File: config.mk
export PLATFORM = sky130hd
export DESIGN_NAME = seq_div_8_bit
export DESIGN_NICKNAME = d
export VERILOG_FILES = /design/src/rtl/seq_div_8_bit.sv
export SDC_FILE = /design/constraint.sdc
export NUM_CORES = 1
export LEC_CHECK = 0
export ABC_AREA = 1
export BUFFER_PORTS_ARGS = -buffer_cell sky130_fd_sc_hd__buf_2
export CAP_MARGIN = 15
export CORE_ASPECT_RATIO = 1.25
export CORE_UTILIZATION = 30
export DETAILED_ROUTE_END_ITERATION = 10
export GPL_TIMING_DRIVEN = 0
export SLEW_MARGIN = 20
export SYNTH_ARGS = -nofsm -noshare
export SYNTH_HDL_FRONTEND = slang
export SYNTH_SLANG_ARGS = --single-unit
File: constraint.sdc
create_clock -name clk -period 5.2 [get_ports clk]
set_input_delay 0.78 -clock clk [delete_from_list [all_inputs] [get_ports clk]]
set_output_delay 0.78 -clock clk [all_outputs]
set_load 0.01 [all_outputs]
File: src/rtl/seq_div_8_bit.sv
// Multi-cycle unsigned restoring divider: one quotient bit per clock,
// valid/ready handshakes on both the operand and the result side.
module seq_div_8_bit #(
    parameter int WIDTH = 8
) (
    input  logic             clk,
    input  logic             rst,
    input  logic             in_valid,
    output logic             in_ready,
    input  logic [WIDTH-1:0] dividend,
    input  logic [WIDTH-1:0] divisor,
    output logic             out_valid,
    input  logic             out_ready,
    output logic [WIDTH-1:0] quotient,
    output logic [WIDTH-1:0] remainder,
    output logic             div_by_zero
);

    localparam logic [1:0] IDLE = 2'd0;
    localparam logic [1:0] CALC = 2'd1;
    localparam logic [1:0] DONE = 2'd2;

    localparam int CW = (WIDTH > 2) ? $clog2(WIDTH) : 1;

    logic [1:0]       state_reg, state_next;
    logic [CW-1:0]    cnt_reg, cnt_next;
    // Dividend shift register; quotient bits enter from the LSB end.
    logic [WIDTH-1:0] dvd_reg, dvd_next;
    logic [WIDTH-1:0] dvs_reg, dvs_next;
    logic [WIDTH:0]   rem_reg, rem_next;
    logic [WIDTH-1:0] quo_reg, quo_next;
    logic [WIDTH-1:0] remo_reg, remo_next;
    logic             dbz_reg, dbz_next;

    logic [WIDTH:0]   shifted;
    logic [WIDTH:0]   trial;
    logic             q_bit;
    logic [WIDTH:0]   rem_step;
    logic [WIDTH-1:0] dvd_step;

    // One restoring step; the WIDTH+1 subtract keeps the borrow visible in the MSB.
    always_comb begin
        shifted  = (rem_reg << 1) | {{WIDTH{1'b0}}, dvd_reg[WIDTH-1]};
        trial    = shifted - {1'b0, dvs_reg};
        q_bit    = ~trial[WIDTH];
        rem_step = q_bit ? trial : shifted;
        dvd_step = {dvd_reg[WIDTH-2:0], q_bit};
    end

    always_comb begin
        state_next = state_reg;
        cnt_next   = cnt_reg;
        dvd_next   = dvd_reg;
        dvs_next   = dvs_reg;
        rem_next   = rem_reg;
        quo_next   = quo_reg;
        remo_next  = remo_reg;
        dbz_next   = dbz_reg;
        case (state_reg)
            IDLE: begin
                if (in_valid) begin
                    dvd_next = dividend;
                    dvs_next = divisor;
                    rem_next = '0;
                    if (divisor == '0) begin
                        state_next = DONE;
                        quo_next   = '1;
                        remo_next  = dividend;
                        dbz_next   = 1'b1;
                    end else begin
                        state_next = CALC;
                        cnt_next   = CW'(WIDTH - 1);
                    end
                end
            end
            CALC: begin
                dvd_next = dvd_step;
                rem_next = rem_step;
                if (cnt_reg == '0) begin
                    state_next = DONE;
                    quo_next   = dvd_step;
                    remo_next  = rem_step[WIDTH-1:0];
                end else begin
                    cnt_next = cnt_reg - CW'(1);
                end
            end
            DONE: begin
                if (out_ready) begin
                    state_next = IDLE;
                    dbz_next   = 1'b0;
                end
            end
            default: state_next = IDLE;
        endcase
    end

    always_ff @(posedge clk) begin
        if (rst) begin
            state_reg <= IDLE;
            cnt_reg   <= '0;
            dvd_reg   <= '0;
            dvs_reg   <= '0;
            rem_reg   <= '0;
            quo_reg   <= '0;
            remo_reg  <= '0;
            dbz_reg   <= 1'b0;
        end else begin
            state_reg <= state_next;
            cnt_reg   <= cnt_next;
            dvd_reg   <= dvd_next;
            dvs_reg   <= dvs_next;
            rem_reg   <= rem_next;
            quo_reg   <= quo_next;
            remo_reg  <= remo_next;
            dbz_reg   <= dbz_next;
        end
    end

    // Handshake flags decode the state register only, so no path from out_ready.
    assign in_ready    = (state_reg == IDLE);
    assign out_valid   = (state_reg == DONE);
    assign quotient    = quo_reg;
    assign remainder   = remo_reg;
    assign div_by_zero = dbz_reg;

endmodule

* Word level (Yosys, flattened, before mapping) *
Index checks and enable logic that the tools add are counted.

word-level totals
  flip-flop bits (word level) = 46
  word-level logic and storage cells = 57

cells by class
  $add $sub $neg = 2
  equality and inequality tests = 8
  mux-type cells = 26
  bitwise logic cells = 2
  reductions and logical operators = 11

operator list
  kind                                                 number
  two-way mux 8 bit                                    9
  case mux 8 bit (2 select lines)                      4
  AND reduction 4 bit                                  3
  two-way mux 3 bit                                    3
  bitwise OR 9 x 1 -> 9 bit                            1
  subtractor 9 x 8 -> 9 bit                            1
  logical NOT 8 bit                                    1
  two-way mux 2 bit                                    4
  != test 2 bit, second input constant                 4
  case mux 2 bit (3 select lines)                      1
  case mux 3 bit (2 select lines)                      1
  != test 2 x 1 -> 1 bit, second input constant        2
  AND reduction 2 bit                                  2
  nonzero test 2 bit                                   2
  logical NOT 3 bit                                    1
  two-way mux 1 bit                                    3
  AND reduction 3 bit                                  1
  subtractor 3 x 1 -> 3 bit, second input constant     1
  equality test 2 x 1 -> 1 bit, second input constant  1
  equality test 2 bit, second input constant           1
  logical NOT 2 bit                                    1
  case mux 1 bit (2 select lines)                      1
  inverter 1 bit                                       1

* Logic depth before layout (Yosys ltp) *
Gate-level depths: netlist of the first run.

  word-level depth = 5
  depth in mapped cells = 14

* Worst setup path after synthesis of the first run *
OpenSTA, ideal clock, no wires.

  path kind = input-to-reg
  start point = in divisor[7]
  end point = reg remo_reg[5], in the netlist remainder[5]
  setup time = 0.109 ns
  data arrival time = 1.666 ns
  data required time = 5.091 ns
  path slack = 3.425 ns
  cell stages on the path = 11
  buffers on the path = 1
  cells stage by stage = nor2_1 > nand2_1 > nor2_2 > nand2_1 > nand2_1 > nand2_2 > buf_6 > a21oi_2 > nand3_1 > nand2_1 > inv_1

between the ends
  cells in the longest elaborated chain, start to end = 3

RTL lines
  item                              RTL line  source
  from (decl)                       11        input logic [WIDTH-1:0] divisor,
  logical NOT 8 bit                 65        if (divisor == '0) begin
  != test 2 x 1 -> 1 bit (no line)  --
  AND reduction 4 bit (no line)     --
  to (signal assigned)              114       remo_reg <= remo_next;
  to (decl)                         32        logic [WIDTH-1:0] remo_reg, remo_next;

Every way passes these cells.
A chain may end at the register's enable or synchronous reset.

* Worst setup path in the final report of the first run *
  start point = reg dvd_reg[7]
  end point = reg remo_reg[2], in the netlist remainder[2]

between the ends
  cells in the longest elaborated chain, start to end = 5

RTL lines
  item                             RTL line  source
  from (decl)                      28        logic [WIDTH-1:0] dvd_reg, dvd_next;
  from (signal assigned)           110       dvd_reg <= dvd_next;
  bitwise OR 9 x 1 -> 9 bit        43        shifted = (rem_reg << 1) | {{WIDTH{1'b0}}, dvd_reg[WIDTH-1]};
  subtractor 9 x 8 -> 9 bit        44        trial = shifted - {1'b0, dvs_reg};
  two-way mux 8 bit                46        rem_step = q_bit ? trial : shifted;
  two-way mux 8 bit                79        if (cnt_reg == '0) begin
  case mux 8 bit (2 select lines)  59        case (state_reg)

Every way passes these cells. The select of a mux whose other input is x is not followed.

==> results of run 1 <==
[critical path, stage by stage, from the launching register on]
cell and delay, ps:
dfxtp_1 340, inv_1 60, ha_1 140, inv_1 80, fa_1 400, nand2_1 80
nand2_1 90, nand3_1 150, nand2_2 90, nand2_2 80, nand2_4 90, nand3_1 110
nand3_1 130, nand2_1 80, inv_1 30
[stage by stage]
stage	total power, uW	area, um2	instances	hold slack (ps)
6_report	976	2920	510	449
5_1_grt	1040	2920	510	482
4_1_cts	985	2920	510	449
3_5_place_dp	720	2810	502	437
3_3_place_gp	713	2810	502	433
2_1_floorplan	635	2500	369	435
[cells in the mapped netlist (2+ instances only)]
library cell  count  area share, %
buf_2             6            1.2
nand2_2           5            1.3
a21oi_1          33            6.6
nor2_1           14            2.1
dfxtp_1          46             37
nor2_2            3           0.75
nand2_1          84             13
clkbuf_1          3           0.45
inv_2             3           0.45
o21ai_0          16            3.2
nand2_4           3            1.4
nand3_1          48            9.6
ha_1             10            5.0
xor2_1            2           0.70
inv_1            68             10
a21oi_2           5            1.8
nor3_1            2           0.40
a31oi_1           8            2.0
[routing by layer]
| metal | vias to the layer above | part of all wire, % | global-route usage [%] | wire, um |
|---|---|---|---|---|
| li1 | 1257 | - | - | - |
| met4 | 0 | 2.4 | 5.81 | 142 |
| met1 | 1076 | 44 | 16.3 | 2630 |
| met3 | 10 | 2.3 | 1.90 | 138 |
| met2 | 38 | 51 | 27.1 | 3070 |
| met5 | - | 0 | 0 | 0 |
[power by group]
group	leakage, uW	switching (uW)	total (uW)	internal (uW)
Combinational	0.00102	195	302	107
Sequential	0.000377	19.6	408	388
Clock	0.0000514	122	266	143
Total	0.00145	337	976	639
[cell type report]
type | count | area share (%)
plain buffers | 12 | 2.19
multi-input cells | 240 | 42.8
clock buffers | 6 | 2.49
flip-flops and latches | 46 | 31.5
repair buffers | 38 | 6.52
well taps | 95 | 4.07
clock inverters | 2 | 1.29
inverters | 71 | 9.13
[logic make-up (layout without fill, tap and decap cells)]
| kind of cell | after synthesis | count (layout) | share of synthesized area, % |
|---|---|---|---|
| simple gates | 162 | 162 | 29.0 |
| flops | 46 | 46 | 36.8 |
| buf+inv | 83 | 129 | 13.2 |
| fa+ha+maj | 11 | 11 | 5.81 |
| compound gates | 64 | 64 | 14.1 |
| xor+xnor | 3 | 3 | 1.05 |
[path summary, 6_finish.rpt]
path / start / endpoint / slack [ps] / cells past startpoint
min: quotient[5] / quotient[5] / 450 / 2
min reg2reg: quotient[5] / quotient[5] / 450 / 2
max reg2reg: dvd_reg[7] / remainder[2] / 3160 / 14
max: dvd_reg[7] / remainder[2] / 3160 / 14
==> flow_metrics.tcl, run 1 <==
set metrics [dict create \
    status "complete, no violations" \
    drc 0 \
    post-route-min-period_ps 2040 \
    fillers 867 \
    postSynthCellCount 369 \
    synth_nets 400 \
    core_um2 7930 \
    layout_commonest_cell "nand2_1" \
    finalWorstSetupSlack_ps 3160 \
    wl_um 5980 \
    finalHoldViolCount 0 \
    clockBufferDepth 2 \
    num_vias 2381 \
    fin_util_pct 36.8 \
    track_usage_pct 14.5 \
    p_leak_uw 0.00145 \
    slew_violations 0 \
    fin_crit_sh_pct 39.2 \
    dr.pass1.iters 4 \
    syn_area_um2 2500 \
    clk_pin_slew_ps 80 \
    start_util_pct 31.5 \
    fmax_mhz 490 \
    routabilityCongestion 0.835 \
    power_density_nw_per_um2 334 \
    vdd_drop_max_mv 0.174 \
    tns_ps 0 \
    synth_seq_cells 46 \
    rows 36 \
    ys_seq_area_share_pct 36.8 \
    postCtsSetupRepairBufs 0 \
    ys_types 28 \
    cp-end-kind "register" \
    post_cts_resized 0 \
    seq_area_um2 921 \
    max_slew_margin_pct 65.9 \
    via_per_inst 4.67 \
    worst_pin_slew_ps 512 \
    die_area_um2 8700 \
    fin_skew_ps 8.35 \
    ant_nets 0 \
    boundaryPins 39 \
    drt_iter0_markers 112 \
    synth.avg_cell_area_um2 6.77 \
    hold_path.class "reg2reg" \
    drive_above_1_share_pct 17.8 \
    grt_pass1_wl_um 10200 \
    antenna_found_initial 0 \
    layout_common_cells "nand2_1 (84), inv_1 (68), nand3_1 (48), dfxtp_1 (46), buf_2 (44)" \
    cts_tree "built" \
    post_drt_wl_per_cell_um 11.7 \
    clk_latency_ps 300 \
    synthArstFlopShare_pct 0 \
    die_w_um 83.6 \
    grt_remaining_overflow 0 \
    cts_sinks 46 \
    cp.required_ps 5400 \
    worstSetupPathType "reg2reg" \
    cp.arrival_ps 2240 \
    cts-root-buf "clkbuf_8" \
    grt_pass1_vias 2273 \
    path_max_fanout 10 \
    htreeDepth 2 \
    synth_edf_count 0 \
    grt_max_degree 15 \
    synth_flop_cell "dfxtp_1" \
    setup_violations 0 \
    yosys_warnings 0 \
    syn_to_final_growth_pct 16.8 \
    multi_input_area_um2 1250 \
    cts_hold_buf 0 \
    port_buffers 38 \
    start_kind "register" \
    rsz0062_at_grt "no" \
    maxCapViolations 0 \
    numCtsBuffers 5 \
    place_ws_ps 3080 \
    diodes 0 \
    dp_hpwl_um 4790 \
    final_nets 445 \
    die_y_um 104 \
]
No activity file was read; power rests on OpenSTA's default activity.
==> inputs of run 2 (changes only) <==
==> constraint.sdc (replaced) <==
create_clock -name clk -period 1.8 [get_ports clk]
set_input_delay 0.27 -clock clk [delete_from_list [all_inputs] [get_ports clk]]
set_output_delay 0.27 -clock clk [all_outputs]
set_load 0.01 [all_outputs]
==> flow_metrics.tcl, run 2 (same netlist as run 1, synthesis figures left out) <==
set metrics [dict create \
    dp_hpwl_um 4790 \
    critPathCapture "remainder[4]" \
    ant_nets 0 \
    power_density_nw_per_um2 945 \
    numCtsBuffers 5 \
    vdd_drop_max_mv 0.494 \
    cp.arrival_ps 2000 \
    setup_violations 0 \
    layout_common_cells "nand2_1 (80), inv_1 (65), buf_2 (44), dfxtp_1 (44), a21oi_1 (33)" \
    place_ws_ps -241 \
    power.total_uw 3120 \
    seq_area_um2 923 \
    finalWorstSetupSlack_ps 3.72 \
    hold_path.class "in2reg" \
    die_y_um 104 \
    maxCapViolations 0 \
    fillers 802 \
    start_kind "register" \
    p_leak_uw 0.00153 \
    fin_cells 514 \
    layout_commonest_cell "nand2_1" \
    antenna_found_initial 0 \
    whs_ps 225 \
    drive_above_1_share_pct 29.1 \
    start_util_pct 31.5 \
    wl_um 6310 \
    rr_endpoint "remainder[4]" \
    rows 36 \
    dr.pass1.iters 5 \
    cts-root-buf "clkbuf_8" \
    fin_crit_sh_pct 99.8 \
    num_vias 2433 \
    post_drt_wl_per_cell_um 12.3 \
    die_area_um2 8700 \
    grt_max_degree 15 \
    die_w_um 83.6 \
    post-route-min-period_ps 1800 \
    track_usage_pct 15.0 \
    place_inst 502 \
    grt_pass1_wl_um 10600 \
    fin_skew_ps 7.57 \
    cts_sinks 46 \
    boundaryPins 39 \
    final_nets 449 \
    routabilityCongestion 0.835 \
    fmax_mhz 557 \
    drt_iter0_markers 109 \
    timing.rr.start "dvd_reg[7]" \
    grt_remaining_overflow 0 \
    cp-end-kind "register" \
    worst_pin_slew_ps 543 \
    multi_input_area_um2 1610 \
    max_slew_margin_pct 63.8 \
    cts_tree "built" \
    cp.required_ps 2010 \
    htreeDepth 2 \
    grt_pass1_vias 2329 \
    rsz0062_at_grt "yes" \
    clk_pin_slew_ps 90 \
    reg2reg_setup_slack_ps 4 \
    syn_to_final_growth_pct 32.1 \
    drc 0 \
    critPathLaunch "dvd_reg[7]" \
    diodes 0 \
    path_max_fanout 8 \
    core_um2 7930 \
    tns_ps 0 \
    port_buffers 38 \
    reg2regPathDepth 14 \
    clockBufferDepth 2 \
    worstSetupPathType "reg2reg" \
    via_per_inst 4.73 \
    finalHoldViolCount 0 \
    status "complete, no violations" \
    clk_latency_ps 300 \
    slew_violations 0 \
]
-- run 2: power by group --
part | total, uW | internal (uW) | switching (uW) | leakage [uW]
sequential | 1190 | 1120 | 64.5 | 0.000378
combinational | 1160 | 420 | 744 | 0.00110
clock | 770 | 414 | 356 | 0.0000514
-- run 2: critical path, cell delays in order, from the launching register on --
cell and delay [ps]:
dfxtp_2 340, inv_2 60, ha_4 120, inv_2 40, fa_2 340, nand2_2 80
nand2_4 60, nand3_4 100, nand2_4 90, nand2_4 100, nand2_8 90, nand3_2 100
nand3_2 90, nand2_1 60, inv_1 30
-- run 2: stage by stage --
step | utilization [%] | area, um2
detailed placement | 35.4 | 2810
finish | 41.7 | 3300
global placement | 35.4 | 2810
global route | 41.7 | 3300
CTS | 39.5 | 3130
floorplan | - | 2500
-- run 2: final cells by class --
class,instances,area share (%)
clock buffers,6,2.20
plain buffers,12,1.93
flip-flops and latches,46,28.0
well taps,95,3.60
multi-input cells,241,48.7
inverters,71,8.07
clock inverters,2,1.14
repair buffers,41,6.44
-- run 2: timing repair --
item | in CTS | in global routing
buffers inserted | 3 | 0
gates resized for setup | 39 | 25
endpoints found under the hold margin | 0 | 0
pin swaps | 14 | 6
gates cloned | 1 | 0
setup endpoints to repair | 18 | 18
hold buffers | 0 | 0
-- run 2: per-layer routing --
metal  vias to the layer above  GRT usage [%]  share of wire (%)
li1                       1265              -                  -
met3                        10           1.90                2.6
met5                         -              0                  0
met4                         0           5.45                2.8
met1                      1118           16.8                 42
met2                        40           28.4                 53
-- run 2: how the worst min path moves through the flow --
stage                 from           end  cells past startpoint
2_1_floorplan          rst  remainder[1]                      3
3_3_place_gp   quotient[4]   quotient[4]                      2
3_5_place_dp   quotient[4]   quotient[4]                      2
4_1_cts          out_ready  state_reg[1]                      4
5_1_grt          out_ready  state_reg[1]                      4
6_report         out_ready  state_reg[1]                      4
==> inputs of run 3 (changes only) <==
--- a/config.mk
+++ b/config.mk
@@ -11,7 +11,6 @@
 export CORE_ASPECT_RATIO = 1.25
 export CORE_UTILIZATION = 30
 export DETAILED_ROUTE_END_ITERATION = 10
-export GPL_TIMING_DRIVEN = 0
 export SLEW_MARGIN = 20
 export SYNTH_ARGS = -nofsm -noshare
 export SYNTH_HDL_FRONTEND = slang
==> flow_metrics.tcl, run 3 (same netlist as run 1, synthesis figures left out) <==
set metrics [dict create \
    status "finished with violations" \
    violations "setup timing" \
    die_w_um 83.6 \
    setup_violations 17 \
    clockBufferDepth 2 \
    die_y_um 104 \
    gr-usage-met3_pct 2.14 \
    fmax_mhz 542 \
    core_um2 7930 \
    critical_path.max_stage_delay_ps 390 \
    syn_to_final_growth_pct 31.7 \
    rsz0062_at_grt "yes" \
    worst_pin_slew_ps 405 \
    cp-end-kind "register" \
    post_drt_wl_per_cell_um 12.1 \
    fin_skew_ps 8.22 \
    routabilityCongestion 0.819 \
    layout_commonest_cell "nand2_1" \
    design_area_um2 3290 \
    finalWorstSetupSlack_ps -44.5 \
    crit_buf_inv 3 \
    fin_crit_sh_pct 102 \
    gr-usage-met2_pct 26.0 \
    slew_violations 0 \
    reg2reg_setup_slack_ps -40 \
    drive_above_1_share_pct 29.5 \
    clk_pin_slew_ps 90 \
    fillers 802 \
    grt_pass1_wl_um 10300 \
    antenna_found_initial 0 \
    power.total_uw 3120 \
    finalHoldViolCount 0 \
    rows 36 \
    start_util_pct 31.5 \
    cts-root-buf "clkbuf_8" \
    num_vias 2420 \
    cts_tree "built" \
    multi_input_area_um2 1560 \
    p_leak_uw 0.00157 \
    cp_slowest_cell "fa_2" \
    maxCapViolations 0 \
    hold_path.class "in2reg" \
    drt_iter0_markers 92 \
    cp.arrival_ps 2050 \
    grt_remaining_overflow 0 \
    die_area_um2 8700 \
    clk_latency_ps 300 \
    drc 0 \
    cp.required_ps 2010 \
    boundaryPins 39 \
    placed_cell_area_um2 2860 \
    dp_hpwl_um 4540 \
    start_kind "register" \
    max_slew_margin_pct 72.9 \
    grt_use_met1_pct 16.8 \
    cts_hold_buf 0 \
    grt_max_degree 23 \
    grt_pass1_vias 2314 \
    cp_common_cell "nand2_4" \
    worstSetupPathType "reg2reg" \
    wl_um 6250 \
    cts_sinks 46 \
    dr.pass1.iters 4 \
    power_density_nw_per_um2 947 \
    diodes 0 \
    track_usage_pct 14.4 \
    htreeDepth 2 \
    port_buffers 38 \
    post-route-min-period_ps 1840 \
    vdd_drop_max_mv 0.616 \
    worstPathCellList "inv_2 > ha_4 > inv_2 > fa_2 > nand2_2 > nand2_4 > nand3_4 > nand2_4 > nand2_4 > nand2_8 > nand3_2 > nand3_1 > nand2_1 > inv_1" \
    layout_common_cells "nand2_1 (80), inv_1 (66), dfxtp_1 (44), buf_2 (38), a21oi_1 (33)" \
    via_per_inst 4.69 \
    path_max_fanout 5 \
    seq_area_um2 923 \
    busiest_layer "met2" \
    numCtsBuffers 5 \
    ant_nets 0 \
    critPathTopFamily "simple AND/OR/NAND/NOR gates" \
    final_nets 451 \
    whs_ps 238 \
]
-- run 3: worst min-delay path, cell delays in order --
cell and delay [ps]:
buf_2 90, inv_1 30, nand2_1 50, a21oi_1 60
-- run 3: worst paths after layout --
check / cells past startpoint / to / from
worst max-delay path: 14 / rem_reg[1] / dvd_reg[7]
worst min-delay path: 4 / state_reg[1] / out_ready
worst min register to register: 2 / quotient[5] / quotient[5]
worst max register to register: 14 / rem_reg[1] / dvd_reg[7]
-- run 3: final cells by class --
type / count / area share, %
flip-flops and latches: 46 / 28.1
repair buffers: 55 / 9.77
clock buffers: 7 / 2.32
clock inverters: 1 / 0.912
well taps: 95 / 3.61
multi-input cells: 241 / 47.2
inverters: 71 / 8.10
-- run 3: routing by layer --
metal	up-vias	wire (um)	share of wire [%]
li1	1269	-	-
met5	-	0	0
met3	8	173	2.8
met2	44	3250	52
met1	1099	2690	43
met4	0	138	2.2
-- run 3: report_power, final --
group	switching (uW)	internal [uW]	leakage, uW
sequential	64.6	1120	0.000378
clock	348	416	0.0000524
combinational	741	426	0.00114
total	1150	1960	0.00157
-- run 3: per-stage QoR --
step           std cells  utilization [%]  setup TNS (ps)  setup WS (ps)
3_3_place_gp         505             36.0            -151          -49.3
2_1_floorplan        369                -               0           36.0
4_1_cts              513             37.7           -17.7          -10.8
6_report             516             41.5            -497          -44.5
3_5_place_dp         505             36.0            -773          -93.0
5_1_grt              516             41.5           -2270           -153
-- run 3: repair_timing --
item | 4_1_cts | 5_1_grt
endpoints found under the setup margin | 17 | 20
resized for setup | 6 | 54
pin swaps | 1 | 20
gates cloned | 0 | 1
hold endpoints to repair | 0 | 0
buffers inserted | 0 | 2
